<file path="src/rtl/credit_output_scheduler.sv">
// Per-output-channel scheduler: round-robin input arbitration with packet lock,
// and credit-based flow control toward the downstream input buffer.
module credit_output_scheduler #(
   parameter  int unsigned IN_N    = 5,
   parameter  int unsigned CREDITS = 4,
   localparam int unsigned CNT_W   = $clog2(CREDITS + 1)
) (
   input  logic             clk_i,
   input  logic             rst_ni,
   input  logic [IN_N-1:0]  req_i,
   input  logic [IN_N-1:0]  flit_vld_i,
   input  logic [IN_N-1:0]  flit_is_tail_i,
   output logic [IN_N-1:0]  grant_o,
   output logic [IN_N-1:0]  rd_o,
   output logic             oc_vld_o,
   input  logic             credit_ret_i,
   output logic [CNT_W-1:0] credit_cnt_o,
   output logic             busy_o,
   output logic             ovf_o
);

   typedef enum logic {IDLE, ALLOC} state_t;

   state_t           r_state;
   logic [IN_N-1:0]  r_grant;
   logic             r_busy;
   logic [IN_N-1:0]  r_mask;
   logic [CNT_W-1:0] r_cnt;
   logic             r_ovf;

   logic [IN_N-1:0]  w_elig;
   logic [IN_N-1:0]  w_masked;
   logic [IN_N-1:0]  w_win;
   logic             w_xfer;
   logic             w_tail;

   assign w_elig   = req_i & flit_vld_i;
   assign w_masked = w_elig & r_mask;

   // Pointer kept as a mask of inputs at or above it; an empty masked set wraps to bit 0.
   always_comb begin
      w_win = '0;
      if (w_masked != '0)
         w_win = w_masked & (~w_masked + IN_N'(1));
      else
         w_win = w_elig & (~w_elig + IN_N'(1));
   end

   assign w_xfer = (|(r_grant & flit_vld_i)) & (r_cnt != '0);
   assign w_tail = |(r_grant & flit_is_tail_i);

   assign grant_o      = r_grant;
   assign rd_o         = w_xfer ? r_grant : '0;
   assign oc_vld_o     = w_xfer;
   assign busy_o       = r_busy;
   assign credit_cnt_o = r_cnt;
   assign ovf_o        = r_ovf;

   always_ff @(posedge clk_i or negedge rst_ni) begin
      if (!rst_ni) begin
         r_state <= IDLE;
         r_grant <= '0;
         r_busy  <= 1'b0;
         r_mask  <= '1;
      end else begin
         case (r_state)
            IDLE: begin
               if (w_elig != '0) begin
                  r_state <= ALLOC;
                  r_grant <= w_win;
                  r_busy  <= 1'b1;
               end
            end
            ALLOC: begin
               if (w_xfer && w_tail) begin
                  r_state <= IDLE;
                  r_grant <= '0;
                  r_busy  <= 1'b0;
                  // Inputs strictly above the owner; owner IN_N-1 yields 0, i.e. wrap to input 0.
                  r_mask  <= ~((r_grant << 1) - IN_N'(1));
               end
            end
            default: begin
               r_state <= IDLE;
               r_grant <= '0;
               r_busy  <= 1'b0;
            end
         endcase
      end
   end

   always_ff @(posedge clk_i or negedge rst_ni) begin
      if (!rst_ni) begin
         r_cnt <= CNT_W'(CREDITS);
         r_ovf <= 1'b0;
      end else begin
         case ({w_xfer, credit_ret_i})
            2'b10: r_cnt <= r_cnt - CNT_W'(1);
            2'b01: begin
               if (r_cnt == CNT_W'(CREDITS))
                  r_ovf <= 1'b1;
               else
                  r_cnt <= r_cnt + CNT_W'(1);
            end
            default: r_cnt <= r_cnt;
         endcase
      end
   end

endmodule

</file>
<file path="config.mk">
export PLATFORM = sky130hd
export DESIGN_NAME = credit_output_scheduler
export DESIGN_NICKNAME = d
export VERILOG_FILES = /design/src/rtl/credit_output_scheduler.sv
export SDC_FILE = /design/constraint.sdc
export NUM_CORES = 1
export LEC_CHECK = 0
export CAP_MARGIN = 30
export CORE_MARGIN = 2
export CORE_UTILIZATION = 45
export CTS_BUF_LIST = sky130_fd_sc_hd__clkbuf_8
export DETAILED_ROUTE_END_ITERATION = 8
export PLACE_DENSITY = 0.79
export SYNTH_ARGS = -nofsm -noshare
export SYNTH_HDL_FRONTEND = slang
export SYNTH_SLANG_ARGS = --single-unit
</file>
<file path="constraint.sdc">
create_clock -name clk_i -period 3.67 [get_ports clk_i]
set_input_delay 0.734 -clock clk_i [delete_from_list [all_inputs] [get_ports clk_i]]
set_output_delay 0.734 -clock clk_i [all_outputs]
set_load 0.03 [all_outputs]
</file>
; ---- Word level (Yosys, flattened, before mapping)
; Cells that the tools add are included.
[totals]
ff_bits = 16
output_inout_bits = 16
[op_classes]
add_sub_neg = 5
eq_ne = 6
muxes = 13
bitwise_logic = 11
n_reduce_logical = 11
[ops]
columns = operator, count
row1 = $and 5x5->5, 6
row2 = $mux 5, 4
row3 = $not 5->5, 3
row4 = $add 5x1->5 const B, 2
row5 = $pmux 5 s2, 1
row6 = $reduce_bool 5->1, 2
row7 = $reduce_or 5->1, 2
row8 = $reduce_and 2->1, 4
row9 = $pmux 3 s2, 1
row10 = $sub 5x1->5 const B, 1
row11 = $mux 1, 4
row12 = $ne 2x2->1 const B, 2
row13 = $pmux 1 s2, 2
row14 = $add 3x1->3 const B, 1
row15 = $eq 3x3->1 const B, 1
row16 = $mux 3, 1
row17 = $reduce_bool 3->1, 1
row18 = $sub 3x1->3 const B, 1
row19 = $eq 2x1->1 const B, 1
row20 = $eq 2x2->1 const B, 1
row21 = $ne 2x1->1 const B, 1
row22 = $reduce_bool 2->1, 1
row23 = $and 1x1->1, 1
row24 = $logic_and 1x1->1, 1
row25 = $not 1->1, 1

; ---- Depth between registers and ports, before layout
; Gate-level depths: netlist of run 1.
[logic_depth]
ltp_word = 8
mapped_depth = 7
depth_no_buf = 7

; ---- Worst setup path after synthesis of run 1
; OpenSTA, ideal clock, no wires.
[synth_timing]
kind = input to output
startpoint = in flit_vld_i[2]
endpoint = out rd_o[0]
arrival_ps = 1936
required_ps = 2936
setup_slack_ps = 1000
stages = 4
path_buffers = 1
path_cell_list = a222oi_1 a21oi_1 clkbuf_1 and2_1
[synth_via]
elab_chain_cells = 4
[synth_lines]
columns = item, line
row1 = start: declaration, 11  ; input logic [IN_N-1:0] flit_vld_i,
row2 = $and 5x5->5, 49  ; assign w_xfer = (|(r_grant & flit_vld_i)) & (r_cnt != '0);
row3 = $reduce_or 5->1, 49
row4 = $and 1x1->1, 49
row5 = net oc_vld_o, 15  ; output logic oc_vld_o,
row6 = $mux 5, 53  ; assign rd_o = w_xfer ? r_grant : '0;
row7 = end: declaration, 14  ; output logic [IN_N-1:0] rd_o,
; The timed path passes the listed nets, and every way through them passes these cells.

; ---- Worst setup path in the final report of run 1
[layout_timing]
startpoint = in flit_vld_i[2]
endpoint = out rd_o[1]
[layout_via]
elab_chain_cells = 4
[layout_lines]
columns = item, line
row1 = $and 5x5->5, 49
row2 = $reduce_or 5->1, 49
row3 = $and 1x1->1, 49
row4 = $mux 5, 53
; Every way passes these cells.

==> results of run 1 <==
Yosys cell counts, types with 2 or more instances:
| cell type | count |
|---|---|
| a21oi_1 | 5 |
| a222oi_1 | 3 |
| a22oi_1 | 2 |
| a31o_2 | 2 |
| a31oi_1 | 4 |
| and2_1 | 6 |
| and3_1 | 4 |
| clkbuf_1 | 2 |
| dfrtp_1 | 10 |
| dfstp_2 | 6 |
| inv_1 | 3 |
| mux2_2 | 2 |
| mux2_4 | 3 |
| nand2_1 | 13 |
| nand2b_1 | 2 |
| nand3_1 | 5 |
| nor2_1 | 2 |
| nor2b_1 | 3 |
| nor3_1 | 3 |
| o221ai_1 | 2 |
| o22ai_1 | 2 |
| o32ai_1 | 2 |
| xnor2_1 | 2 |
flip-flops by register name (all words and copies together) (netlist names):
register and flops:
grant_o 5, r_mask 5, credit_cnt_o 3, busy_o 1, ovf_o 1, r_state 1
final cells by class:
class / count / area [µm²] / area share, %
Clock buffer: 4 / 55.05 / 3.911
Inverter: 3 / 11.26 / 0.8000
Multi-Input combinational cell: 81 / 560.5 / 39.82
Sequential cell: 16 / 407.9 / 28.98
Tap cell: 28 / 35.03 / 2.489
Timing Repair Buffer: 34 / 337.8 / 24.00
metal layers:
metal | wire length, µm | part of all wire, % | vias up
met3 | 139 | 5.3 | 6
met1 | 1200 | 46 | 463
met5 | 0 | 0 | -
met4 | 54 | 2.1 | 0
li1 | - | - | 460
met2 | 1240 | 47 | 36
cell usage in the layout, fill, tap and decap left out, types with 3 or more instances in the layout:
cell type / instances
mux2_4: 3
clkdlybuf4s50_1: 33
and2_1: 6
a31oi_1: 4
clkbuf_8: 4
a21oi_1: 5
dfstp_2: 6
inv_1: 3
and3_1: 4
nand2_1: 13
a222oi_1: 3
nand3_1: 5
nor2b_1: 3
nor3_1: 3
dfrtp_1: 10
per-stage QoR:
step / power [mW] / setup WS [ns] / util, % / hold slack, ns / cells
2_1_floorplan: 0.8508 / 0.9999 / - / 0.4384 / 103
3_3_place_gp: 1.085 / 0.2297 / 62.96 / 0.4623 / 162
3_5_place_dp: 1.107 / 0.1517 / 62.96 / 0.4740 / 162
4_1_cts: 1.269 / 0.1616 / 65.52 / 0.4886 / 166
5_1_grt: 1.347 / 0.04836 / 65.52 / 0.5056 / 166
6_report: 1.266 / 0.1624 / 65.52 / 0.4843 / 166
path summary, 6_finish.rpt:
check,start,end
max in group asynchronous,rst_ni,credit_cnt_o[1]
setup / recovery,flit_vld_i[2],rd_o[1]
setup reg to reg,grant_o[2],credit_cnt_o[2]
min in group asynchronous,rst_ni,busy_o
hold reg to reg,ovf_o,ovf_o
hold / removal,ovf_o,ovf_o
cell families (layout without fill, tap and decap cells):
kind of cell / Yosys count / in the layout / share of synthesized area, %
DFF: 16 / 16 / 40.85
adders and majority gates: 2 / 2 / 3.258
xor gates and xnor gates: 3 / 3 / 2.632
muxes: 5 / 5 / 6.766
AOI/OAI and AO/OA: 30 / 30 / 22.18
buffers and inverters: 6 / 41 / 3.008
and+or+nand+nor: 41 / 41 / 21.30
power by group through the flow:
stage / clock network (mW) / logic, mW / registers [mW]
floorplan: 0 / 0.398 / 0.452
global placement: 0 / 0.706 / 0.379
detailed placement: 0 / 0.725 / 0.382
CTS: 0.161 / 0.728 / 0.380
global route: 0.169 / 0.784 / 0.394
finish: 0.162 / 0.724 / 0.380
==> impl_metrics.env, run 1 <==
export IMPL_met3_usage_pct=3.801
export IMPL_cp_max_fo=8
export IMPL_met2_usage_pct=37.88
export IMPL_p_comb_share_pct=57.2
export IMPL_synth_warning_count=0
export IMPL_synthesis_nets=123
export IMPL_holdPathStages=1
export IMPL_insertion_delay_ns=0.25
export IMPL_yosys_top_cells_area="dfrtp_1 (25%), dfstp_2 (16%), nand2_1 (4.9%)"
export IMPL_synth_edff_count=0
export IMPL_setup_viol_count_final=0
export IMPL_fin_crit_ns=3.508
export IMPL_layout_area_overhead_vs_synth_pct=40.98
export IMPL_p_int_mw=0.7103
export IMPL_firstDrtPassIters=4
export IMPL_chipHeight_um=51.11
export IMPL_crit_type="primary input to output pin"
export IMPL_cp_top_family="buffers and inverters"
export IMPL_grt_overflow_total=0
export IMPL_drc=0
export IMPL_cts_sinks=16
export IMPL_critPathSlowestCell="clkdlybuf4s50_1"
export IMPL_fp_dieW_um=51.11
export IMPL_crit_chain="clkdlybuf4s50_1 -> a222oi_1 -> a21oi_1 -> and2_1 -> clkdlybuf4s50_1"
export IMPL_ant_nets=0
export IMPL_ctsRootBufferMaster="clkbuf_8"
export IMPL_grt_usage_pct=22.04
export IMPL_swShare_pct=43.89
export IMPL_netSwitchingPower_mw=0.5557
export IMPL_tightest_slew_ns=0.7513
export IMPL_synth_largest_area_cell="dfrtp_1"
export IMPL_cts_buffers=3
export IMPL_status="finished clean"
export IMPL_wl_per_cell_um=15.87
export IMPL_grt_max_degree=17
export IMPL_wl_um=2634
export IMPL_power_leakage_nw=0.5545
export IMPL_maxSlewHeadroom_pct=49.75
export IMPL_design_area_mm2=0.001408
export IMPL_cts_resized=0
export IMPL_grt_setup_unrepaired="no"
export IMPL_synth_top_flop_cell="dfrtp_1"
export IMPL_cts_tree="yes"
export IMPL_hold_viol=0
export IMPL_power_frac_seq_pct=30.0
export IMPL_drv_slew=0
export IMPL_antenna_found_initial=0
export IMPL_grt_pass1_wl_um=4160
export IMPL_start_kind="primary input"
export IMPL_peakVddDrop_v=0.0004491
export IMPL_max_stage_delay_ns=0.59
export IMPL_port_buffer_count=33
export IMPL_start_util_pct=46.48
export IMPL_dp_hpwl_um=1973
export IMPL_h_tree_depth=1
export IMPL_required_ns=2.94
export IMPL_cp_end_kind="output pin"
export IMPL_gr_usage_met1_pct=26.21
export IMPL_busiest_layer="met2"
export IMPL_drt_iter0_markers=44
export IMPL_worstRegToRegCells=8
export IMPL_crit_top_cell="clkdlybuf4s50_1"
export IMPL_final_net_count=159
export IMPL_crit_arrival_ns=2.77
export IMPL_avgSynthCellArea_um2=9.694
export IMPL_cap_violations=0
export IMPL_drive_gt1_share_pct=13.04
export IMPL_async_flop_share_pct=100.0
export IMPL_antenna_cells=0
export IMPL_cp_num_cells=5
export IMPL_gp_congestion=0.9712
export IMPL_coreArea_mm2=0.002148
export IMPL_power_density_mw_per_mm2=899.4
export IMPL_row_count=17
export IMPL_io_pins=34
export IMPL_hp_class="flop to flop"
export IMPL_grt_pass1_vias=922
export IMPL_synth_top_area_share_pct=25.06
export IMPL_clkSlewWorstSetupHoldPaths_ns=0.07
export IMPL_cts_hold_buf=0
export IMPL_path_buf_inv=2
export IMPL_synthCells=103
export IMPL_dieArea_mm2=0.002612
export IMPL_vias_per_cell=5.813
export IMPL_synth_seq_cells=16
export IMPL_cts_setup_buffers=0
export IMPL_fin_crit_sh_pct=95.58
export IMPL_post_dp_cell_area_mm2=0.001353
export IMPL_fmax_mhz=285.1
export IMPL_clock_path_buffers=2
export IMPL_r2r_setup_slack_ns=0.88
export IMPL_routed_via_count=965
export IMPL_fillers=157
export IMPL_syn_area_um2=998.5
export IMPL_ys_types=38
export IMPL_finClkSkew_ns=0.003544
export IMPL_yosysSeqAreaShare_pct=40.85
export IMPL_clkPwrFrac_pct=12.8
export IMPL_tns_ns=0
Note: power is estimated with default switching activity, not from simulation.
==> run 2: changes to the inputs <==
CORE_MARGIN = 5   (was 2)
==> impl_metrics.env, run 2 (synthesis results as in run 1) <==
export IMPL_peakVddDrop_v=0.0005960
export IMPL_start_kind="primary input"
export IMPL_cts_buffers=3
export IMPL_crit_chain="clkdlybuf4s50_1 -> a222oi_1 -> a21oi_2 -> and2_1 -> clkdlybuf4s50_1"
export IMPL_fmax_mhz=285.9
export IMPL_critPathSlowestCell="clkdlybuf4s50_1"
export IMPL_cts_hold_buf=0
export IMPL_reg2reg_from="grant_o[2]"
export IMPL_routed_via_count=997
export IMPL_ant_nets=0
export IMPL_cts_setup_buffers=0
export IMPL_finClkSkew_ns=0.005965
export IMPL_wl_per_cell_um=16.17
export IMPL_drv_slew=0
export IMPL_tightest_slew_ns=0.7417
export IMPL_clock_path_buffers=2
export IMPL_fin_util_pct=64.94
export IMPL_crit_start="flit_vld_i[2]"
export IMPL_drt_iter0_markers=48
export IMPL_max_stage_delay_ns=0.59
export IMPL_h_tree_depth=1
export IMPL_maxSlewHeadroom_pct=50.40
export IMPL_reg2reg_to="credit_cnt_o[2]"
export IMPL_wl_um=2701
export IMPL_cts_sinks=16
export IMPL_crit_end="rd_o[2]"
export IMPL_antenna_found_initial=0
export IMPL_r2r_setup_slack_ns=1.05
export IMPL_crit_top_cell="clkdlybuf4s50_1"
export IMPL_antenna_cells=0
export IMPL_cp_end_kind="output pin"
export IMPL_chipHeight_um=57.11
export IMPL_fin_crit_sh_pct=95.30
export IMPL_place_ws_ns=-0.01620
export IMPL_grt_setup_unrepaired="no"
export IMPL_dieArea_mm2=0.003261
export IMPL_power_leakage_nw=0.5568
export IMPL_insertion_delay_ns=0.25
export IMPL_cp_max_fo=13
export IMPL_hp_class="flop to flop"
export IMPL_grt_pass1_wl_um=4491
export IMPL_final_cell_mix="clkdlybuf4s50_1 (33), nand2_1 (13), dfrtp_1 (10)"
export IMPL_final_net_count=160
export IMPL_grt_max_degree=17
export IMPL_dp_hpwl_um=1987
export IMPL_required_ns=2.94
export IMPL_power_mw=1.244
export IMPL_io_pins=34
export IMPL_power_density_mw_per_mm2=883.0
export IMPL_final_common_cell="clkdlybuf4s50_1"
export IMPL_cap_violations=0
export IMPL_port_buffer_count=33
export IMPL_status="finished clean"
export IMPL_row_count=17
export IMPL_setup_viol_count_final=0
export IMPL_fin_crit_ns=3.497
export IMPL_gp_congestion=0.7832
export IMPL_grt_pass1_vias=979
export IMPL_fillers=191
export IMPL_layout_area_overhead_vs_synth_pct=41.10
export IMPL_coreArea_mm2=0.002170
export IMPL_hold_viol=0
export IMPL_ctsRootBufferMaster="clkbuf_8"
export IMPL_grt_usage_pct=17.18
export IMPL_stdcell_count=167
export IMPL_worstRegToRegCells=7
export IMPL_fin_ws_ns=0.1726
export IMPL_crit_type="primary input to output pin"
export IMPL_clkSlewWorstSetupHoldPaths_ns=0.06
export IMPL_dp_cells=163
export IMPL_drc=0
export IMPL_cts_tree="yes"
export IMPL_grt_overflow_total=0
export IMPL_cts_resized=1
export IMPL_crit_arrival_ns=2.76
export IMPL_vias_per_cell=5.970
export IMPL_fp_dieW_um=57.11
export IMPL_drive_gt1_share_pct=13.67
export IMPL_start_util_pct=46.02
export IMPL_firstDrtPassIters=4
==> run 2: worst min path at each step <==
stage / from / endpoint / slack (ns) / depth (start not counted)
6_report: ovf_o / ovf_o / 0.48 / 1
5_1_grt: r_mask[0] / r_mask[0] / 0.52 / 1
4_1_cts: ovf_o / ovf_o / 0.48 / 1
3_5_place_dp: ovf_o / ovf_o / 0.46 / 1
3_3_place_gp: ovf_o / ovf_o / 0.46 / 1
2_1_floorplan: rst_ni / busy_o / 0.44 / 0
==> run 2: layout make-up <==
| cell class | count | area, µm² | area share (%) |
|---|---|---|---|
| clock inverter | 1 | 3.754 | 0.2664 |
| inverter | 3 | 11.26 | 0.7993 |
| sequential | 16 | 407.9 | 28.95 |
| multi-input combinational | 81 | 564.3 | 40.05 |
| tap | 28 | 35.03 | 2.487 |
| timing repair buffer | 35 | 345.3 | 24.51 |
| clock buffer | 3 | 41.29 | 2.931 |
==> run 2: worst max-delay path, delay by kind of cell <==
kind | cells | cell delay (ns)
AOI/OAI and AO/OA | 2 | 0.74
buffers and inverters | 2 | 1.07
and+or+nand+nor | 1 | 0.22
==> run 2: metrics by stage <==
step / cell area [µm²] / hold WS (ns) / TNS, ns
global route: 1409 / 0.5185 / 0
CTS: 1409 / 0.4824 / 0
global placement: 1360 / 0.4606 / -0.05061
finish: 1409 / 0.4767 / 0
floorplan: 998.5 / 0.4384 / 0
detailed placement: 1360 / 0.4646 / -0.04155
==> run 2: report_power, final <==
part           switching, mW  internal (mW)  leakage, nW
Clock                 0.0647         0.0743       0.0269
Combinational          0.373          0.345        0.346
Sequential             0.118          0.270        0.184
==> run 2: layer usage <==
| metal | wire, µm | track usage [%] |
|---|---|---|
| met1 | 1153 | 21.93 |
| met2 | 1318 | 28.87 |
| met3 | 196 | 4.072 |
| met4 | 33 | 4.967 |
| met5 | 0 | 0 |
==> run 3: changes to the inputs <==
CORE_ASPECT_RATIO = 1.5   (was unset)
==> impl_metrics.env, run 3 (synthesis results as in run 1) <==
export IMPL_setup_viol_count_final=0
export IMPL_gp_congestion=0.9512
export IMPL_r2r_setup_slack_ns=0.89
export IMPL_status="finished clean"
export IMPL_clock_path_buffers=2
export IMPL_fin_ws_ns=0.2062
export IMPL_max_stage_delay_ns=0.59
export IMPL_wl_per_cell_um=17.91
export IMPL_peakVddDrop_v=0.0004479
export IMPL_cts_setup_buffers=0
export IMPL_coreArea_mm2=0.002181
export IMPL_cp_end_kind="output pin"
export IMPL_drt_iter0_markers=44
export IMPL_cts_tree="yes"
export IMPL_grt_overflow_total=0
export IMPL_cts_buffers=3
export IMPL_clkSlewWorstSetupHoldPaths_ns=0.06
export IMPL_seqCellArea_um2=407.9
export IMPL_hold_viol=0
export IMPL_crit_arrival_ns=2.73
export IMPL_h_tree_depth=1
export IMPL_tightest_slew_ns=0.7324
export IMPL_stdcell_count=161
export IMPL_path_buf_inv=2
export IMPL_holdCritStartpoint="ovf_o"
export IMPL_final_net_count=159
export IMPL_place_ws_ns=0.2177
export IMPL_dp_hpwl_um=2266
export IMPL_grt_pass1_wl_um=4747
export IMPL_port_buffer_count=33
export IMPL_final_common_cell="clkdlybuf4s50_1"
export IMPL_io_pins=34
export IMPL_cap_violations=0
export IMPL_critPathSlowestCell="clkdlybuf4s50_1"
export IMPL_ctsRootBufferMaster="clkbuf_8"
export IMPL_start_util_pct=45.78
export IMPL_chipHeight_um=67.69
export IMPL_fmax_mhz=288.7
export IMPL_firstDrtPassIters=4
export IMPL_layout_area_overhead_vs_synth_pct=40.35
export IMPL_crit_type="primary input to output pin"
export IMPL_grt_setup_unrepaired="no"
export IMPL_antenna_found_initial=0
export IMPL_tns_ns=0
export IMPL_power_density_mw_per_mm2=911.7
export IMPL_routed_via_count=998
export IMPL_required_ns=2.94
export IMPL_crit_top_cell="clkdlybuf4s50_1"
export IMPL_cp_top_family="buffers and inverters"
export IMPL_grt_pass1_vias=1023
export IMPL_fillers=198
export IMPL_insertion_delay_ns=0.25
export IMPL_drv_slew=0
export IMPL_final_cell_mix="clkdlybuf4s50_1 (33), nand2_1 (13), dfrtp_1 (10)"
export IMPL_dieArea_mm2=0.003280
export IMPL_grt_max_degree=17
export IMPL_cp_max_fo=6
export IMPL_cts_sinks=16
export IMPL_start_kind="primary input"
export IMPL_drive_gt1_share_pct=13.04
export IMPL_ant_nets=0
export IMPL_crit_chain="clkdlybuf4s50_1 -> a222oi_1 -> a21oi_1 -> and2_1 -> clkdlybuf4s50_1"
export IMPL_fp_dieW_um=48.46
export IMPL_crit_start="flit_vld_i[2]"
export IMPL_dp_cells=157
export IMPL_finClkSkew_ns=0.001116
export IMPL_wl_um=2883
export IMPL_cts_hold_buf=0
export IMPL_fin_crit_ns=3.464
export IMPL_cts_resized=0
export IMPL_hp_class="flop to flop"
export IMPL_grt_usage_pct=18.32
export IMPL_reg2reg_from="grant_o[2]"
export IMPL_vias_per_cell=6.199
export IMPL_drc=0
export IMPL_row_count=21
export IMPL_power_leakage_nw=0.5545
export IMPL_multiInputGateArea_um2=560.5
export IMPL_fin_crit_sh_pct=94.38
export IMPL_maxSlewHeadroom_pct=51.02
export IMPL_antenna_cells=0
run 3: per-stage QoR:
step	area, µm²	hold WS [ns]	power [mW]	util (%)
global placement	1346	0.4849	1.097	61.73
CTS	1401	0.5055	1.288	64.26
finish	1401	0.4927	1.278	64.26
global route	1401	0.5266	1.366	64.26
detailed placement	1346	0.4874	1.127	61.73
floorplan	998.5	0.4384	0.8508	-
run 3: where the power goes:
| group | switching [mW] | internal, mW | total [mW] |
|---|---|---|---|
| Combinational | 0.388 | 0.347 | 0.734 |
| Clock | 0.0616 | 0.0951 | 0.157 |
| Sequential | 0.117 | 0.270 | 0.387 |
run 3: cell type report:
type / count / share of cell area [%]
Timing Repair Buffer: 34 / 24.11
Tap cell: 23 / 2.054
Inverter: 3 / 0.8036
Multi-Input combinational cell: 81 / 40.00
Sequential cell: 16 / 29.11
Clock buffer: 4 / 3.929
run 3: final timing paths:
| kind | depth (start not counted) | to |
|---|---|---|
| max | 5 | rd_o[2] |
| min | 1 | ovf_o |
| max reg2reg | 8 | credit_cnt_o[2] |
| min reg2reg | 1 | ovf_o |
| max in group asynchronous | 1 | grant_o[0] |
| min in group asynchronous | 1 | credit_cnt_o[0] |
run 3: routing by layer:
metal	GRT usage [%]	share of wire, %	vias to the layer above
met5	0	0	-
met4	5.724	1.9	0
met3	3.091	7.1	6
met2	36.60	55	52
met1	19.07	36	479
li1	-	-	461
run 3: worst reg2reg max path: stages (launching register included):
cell	delay, ns
dfrtp_1	0.47
a222oi_1	0.52
a21oi_1	0.23
buf_4	0.22
nand2b_1	0.18
fa_1	0.43
a21o_1	0.20
o32a_1	0.29
o211ai_1	0.16
